===== src/rtl/m_relu_pool_1_18.sv =====
`timescale 1ns/1ps
`default_nettype none
// ============================================================================
// Module   : m_relu_pool_1_18
// Brief    : Streaming 2x2 signed max-pool followed by ReLU over a conv map.
// Revision : 1.0 - initial release
// ============================================================================
module m_relu_pool_1_18 #(
    parameter int row_len  = 88,
    parameter int num_rows = 88,
    parameter int num_out  = 1936
) (
    input  logic        clk_in,
    input  logic        rst_n,
    input  logic        start,
    input  logic [15:0] map_in,
    input  logic        save_in,
    output logic [15:0] map_out,
    output logic        save,
    output logic        ready
);

    localparam int c_col_w    = $clog2(row_len);
    localparam int c_row_w    = $clog2(num_rows);
    localparam int c_cnt_w    = $clog2(num_out + 1);
    localparam int c_lb_depth = row_len / 2;

    localparam logic [c_col_w-1:0] c_col_last = c_col_w'(row_len - 1);
    localparam logic [c_row_w-1:0] c_row_last = c_row_w'(num_rows - 1);
    localparam logic [c_cnt_w-1:0] c_cnt_max  = c_cnt_w'(num_out);

    logic [c_col_w-1:0] r_col;
    logic [c_row_w-1:0] r_row;
    logic [15:0]        r_pair;
    logic [15:0]        r_linebuf [c_lb_depth];
    logic [c_cnt_w-1:0] r_out_cnt;
    logic [15:0]        r_map_out;
    logic               r_save;
    logic               r_ready;

    logic               w_accept;
    logic               w_emit;
    logic [c_col_w-2:0] w_lb_idx;
    logic [15:0]        w_lb_rd;
    logic [15:0]        w_hmax;
    logic [15:0]        w_vmax;
    logic [15:0]        w_relu;
    logic [c_cnt_w-1:0] w_cnt_nxt;

    assign w_accept  = start & save_in;
    assign w_lb_idx  = r_col[c_col_w-1:1];
    assign w_lb_rd   = r_linebuf[w_lb_idx];
    assign w_hmax    = ($signed(r_pair) > $signed(map_in)) ? r_pair : map_in;
    assign w_vmax    = ($signed(w_lb_rd) > $signed(w_hmax)) ? w_lb_rd : w_hmax;
    assign w_relu    = w_vmax[15] ? 16'h0000 : w_vmax;
    // Results are only produced while the map is still incomplete.
    assign w_emit    = w_accept & r_col[0] & r_row[0] & r_ready;
    assign w_cnt_nxt = r_out_cnt + 1'b1;

    // Even rows park their horizontal maxima here; row 0 always fills it first.
    always_ff @(posedge clk_in) begin
        if (!rst_n && w_accept && r_col[0] && !r_row[0]) begin
            r_linebuf[w_lb_idx] <= w_hmax;
        end
    end

    always_ff @(posedge clk_in) begin
        if (rst_n) begin
            r_col     <= '0;
            r_row     <= '0;
            r_pair    <= '0;
            r_map_out <= '0;
            r_save    <= 1'b0;
            r_out_cnt <= '0;
            r_ready   <= 1'b1;
        end else if (!start) begin
            r_col     <= '0;
            r_row     <= '0;
            r_pair    <= '0;
            r_map_out <= '0;
            r_save    <= 1'b0;
        end else begin
            r_save <= 1'b0;
            if (w_accept) begin
                if (r_col == c_col_last) begin
                    r_col <= '0;
                    r_row <= (r_row == c_row_last) ? '0 : r_row + 1'b1;
                end else begin
                    r_col <= r_col + 1'b1;
                end
                if (!r_col[0]) begin
                    r_pair <= map_in;
                end
                if (w_emit) begin
                    r_map_out <= w_relu;
                    r_save    <= 1'b1;
                    r_out_cnt <= w_cnt_nxt;
                    r_ready   <= (w_cnt_nxt != c_cnt_max);
                end
            end
        end
    end

    assign map_out = r_map_out;
    assign save    = r_save;
    assign ready   = r_ready;

endmodule
`default_nettype wire


===== config.mk =====
export PLATFORM = sky130hd
export DESIGN_NAME = m_relu_pool_1_18
export DESIGN_NICKNAME = d
export VERILOG_FILES = /design/src/rtl/m_relu_pool_1_18.sv
export SDC_FILE = /design/constraint.sdc
export NUM_CORES = 1
export LEC_CHECK = 0
export ABC_CLOCK_PERIOD_IN_PS = 9200
export CORE_ASPECT_RATIO = 1.2
export CORE_UTILIZATION = 50
export CTS_BUF_LIST = sky130_fd_sc_hd__clkbuf_8
export CTS_CLUSTER_DIAMETER = 150
export DETAILED_ROUTE_END_ITERATION = 16
export HOLD_SLACK_MARGIN = 0.1
export PLACE_DENSITY = 0.78
export SKIP_CTS_REPAIR_TIMING = 1
export SLEW_MARGIN = 20
export SYNTH_ARGS = -nofsm -noshare
export SYNTH_HDL_FRONTEND = slang
export SYNTH_SLANG_ARGS = --single-unit

===== constraint.sdc =====
create_clock -name clk_in -period 9.2 [get_ports clk_in]
set_input_delay 1.38 -clock clk_in [delete_from_list [all_inputs] [get_ports clk_in]]
set_output_delay 1.38 -clock clk_in [all_outputs]
set_load 0.05 [all_outputs]

==> results.md <==
- Status: finished clean
- Max Fanout on Critical Path: 46
- Mapped Area: about 31000 um^2
- Slew @ Worst Pin: between 1 and 1.5 ns
- Synthesis-stage register bit count: between 700 and 800
- Total GRT Usage: 0.221
- Synth top area cells: edfxtp_1, mux4_2, dfxtp_1, mux2i_1, ha_1
- Post-route cell area: 34600 um^2
- Pre-CTS setup slack: just under 2 ns
- Final Cycle Share: 0.724
- Via Count: between 15000 and 20000
- Overall routed net length: 68.5 mm
- Worst hold slack: about 0.46 ns
- Arrival time at the worst endpoint: 7.29 ns
- Fraction of registers with async set/reset: 0
- Relative slew slack: 0.233
- Synth area leader: edfxtp_1
- Storage element area: approximately 22000 um^2
- Die Wd: 229 um
- Final Setup Violations: 0
- Detailed Routing Iterations Pass 1: 5
- CTS Buffer Depth: 3
- Area grow syn2layout: 11.7%
- Most common library cells after synthesis: edfxtp_1, mux4_2, nand2_1, nor2_1, dfxtp_1
- Final Hold Violating Endpoints: 0
- Synth Net Count: 1706
- Initial DRC count: 1880
- P_leak: 10.9 nW
- Pin count of the biggest net entering global routing: 111
- Die H: 275 um
- F_max: around 150 MHz
- Detail Route Antenna Nets: 0
- Cell row count: 99
- Post-synth EDFFs: between 700 and 800
- Crit path kind: in -> reg
- Multi-input gate area: about 8000 um^2
- Placed cell areas: roughly 32000 um^2
- Via-to-Cell Ratio: 6.06
- Critical path required time: 9.83 ns
- Initial antenna violation count: 2
- CORE AREA: 61100 um^2
- Fin crit period: ~6.7 ns
- DP HPWL: between 30 and 40 mm
- Post-route DRC: 0
- Placer Congestion: 0.868
- Clock Skew: 0.0399 ns
- Mapped Cells: 1651
- CP endpoint kind: register
- Wire length per cell: 25.6 um
- I/O pin count: 38
- Synth top area share: 0.683
- H-tree depth: 3
- Slew Limit Fails: 0
- Starting Density: 0.507
- Syn. warnings: 0
- Die area: 63000 um^2
- Worst min path class: reg -> reg
- Total Nets Final: 1831
- RSZ-0062 raised after global routing: no
- Share of cells above drive strength 1: 0.232
- Final setup TNS: 0 ns
- Most frequent cell after synthesis: edfxtp_1
- Filler Cell Count: ~4400
- Worst r2r path cells: 13
- PortBufs: 36
- Setup WS post-layout: around 2.5 ns
- Total CTS buffers: 110
- Vias in the first global route: around 17000
- Top_reg_cell synth: edfxtp_1
- Startpoint types: input pin
- CTS Sinks: 768
- Worst-Skew Late Latency: 0.72 ns
- CTS root buffer: clkbuf_8
- Post-synth cell types: 59
- CTS tree: done
- Hold Path Cell Cnt: 2
- First-pass GRT wire length: 102 mm
- Sequential fraction of the synthesis area: 0.724
- Max cap viols: 0
- Clock transition at path regs: 0.06 ns
- PwrDens: around 190 nW/um^2
- Synth Area per Inst: 18.8 um^2
- Max VDD drop: around 0.00011 V
- Grt total ovfl: 0
## state kept, by name, indices dropped and copies added (netlist names), named ones only
register	flops
save	1
r_pair	16
r_col	7
ready	1
r_linebuf	704
r_row	7
r_out_cnt	11
map_out	15
## per-layer routing
layer | wire length [um] | vias up | global-route usage
met5 | 0 | - | 0
met4 | 2370 | 0 | 0.0947
met3 | 5520 | 147 | 0.0346
met2 | 35000 | 767 | 0.381
met1 | 25600 | 8361 | 0.281
li1 | - | 6914 | -
## through the flow
stage,power (mW),instances,utilization
after floorplan,4.02,1651,-
after global placement,4.08,2471,0.532
after detailed placement,4.09,2471,0.532
after CTS,6.61,2670,0.566
after global routing,6.77,2672,0.567
final,6.57,2672,0.567
## final cells by class
class,count,share of cell area
clock buffers,120,0.0477
flip-flops and latches,768,0.648
multi-input cells,753,0.232
clock inverters,79,0.0126
repair buffers,100,0.0256
diodes,1,0.0000723
well taps,808,0.0292
inverters,43,0.00466
## kinds of logic (layout without fill, tap and decap cells)
| group | after synthesis | after routing | synth area share |
|---|---|---|---|
| and+or+nand+nor | 294 | 294 | 0.0434 |
| adders and majority gates | 35 | 35 | 0.0141 |
| buffers and inverters | 130 | 342 | 0.0189 |
| muxes | 261 | 261 | 0.164 |
| other | 1 | 2 | 0.000121 |
| xor gates and xnor gates | 21 | 21 | 0.00594 |
| AOI/OAI and AO/OA | 141 | 141 | 0.0291 |
| DFF | 768 | 768 | 0.724 |
## path summary, 6_finish.rpt
check,slack [ns],from,endpoint
min,0.46,r_pair[0]$_SDFFE_PP0P_,r_pair[0]$_SDFFE_PP0P_
max,2.54,map_in[15],map_out[12]$_SDFFE_PP0P_
max reg2reg,3.07,register,map_out[12]$_SDFFE_PP0P_
min reg2reg,0.46,r_pair[0]$_SDFFE_PP0P_,r_pair[0]$_SDFFE_PP0P_
## cells in the final DEF, fill, tap and decap left out, types with 3 or more instances in the layout
master	count
edfxtp_1	704
mux4_2	198
clkbuf_8	120
nand2_1	112
nor2_1	78
inv_1	64
buf_4	61
dfxtp_1	60
mux2i_1	59
clkdlybuf4s50_1	36
ha_1	35
o21ai_0	34
a21oi_1	32
clkinv_1	32
nand3_1	27
or3_1	18
clkinv_2	18
a31oi_1	16
o211ai_1	15
nand4_1	14
xor2_1	14
a21o_1	8
nor2b_1	7
xnor2_1	7
nor3_1	6
nand2b_1	6
or2_2	5
and2_1	4
o211a_1	4
o21ai_4	4
mux2_2	4
and3_1	4
a22oi_1	4
bufinv_16	4
a211oi_1	3
nand3b_1	3
dfxtp_4	3
## worst max-delay path: stages
cell and delay [ns]:
clkdlybuf4s50_1 0.51, inv_1 0.11, ha_1 0.47, nand4_1 0.20, nor4_2 0.34, a221oi_1 0.17, o21a_1 0.20, o211ai_2 0.72
nand2_1 0.15, o21ai_2 0.09, buf_4 0.43, ha_1 0.22, inv_1 0.04, a21oi_1 0.29, a311oi_1 0.15, a21boi_0 0.19
a2111oi_0 0.47, o211a_1 0.70, o211ai_1 0.22, a31oi_1 0.23
## power by group
part / leakage, nW / internal, mW / switching (mW)
Sequential: 7.01 / 3.84 / 0.00261
Combinational: 2.72 / 0.0448 / 0.134
Clock: 1.17 / 1.31 / 1.24
Total: 10.9 / 5.19 / 1.38
Power figures use the tool's default switching activity.
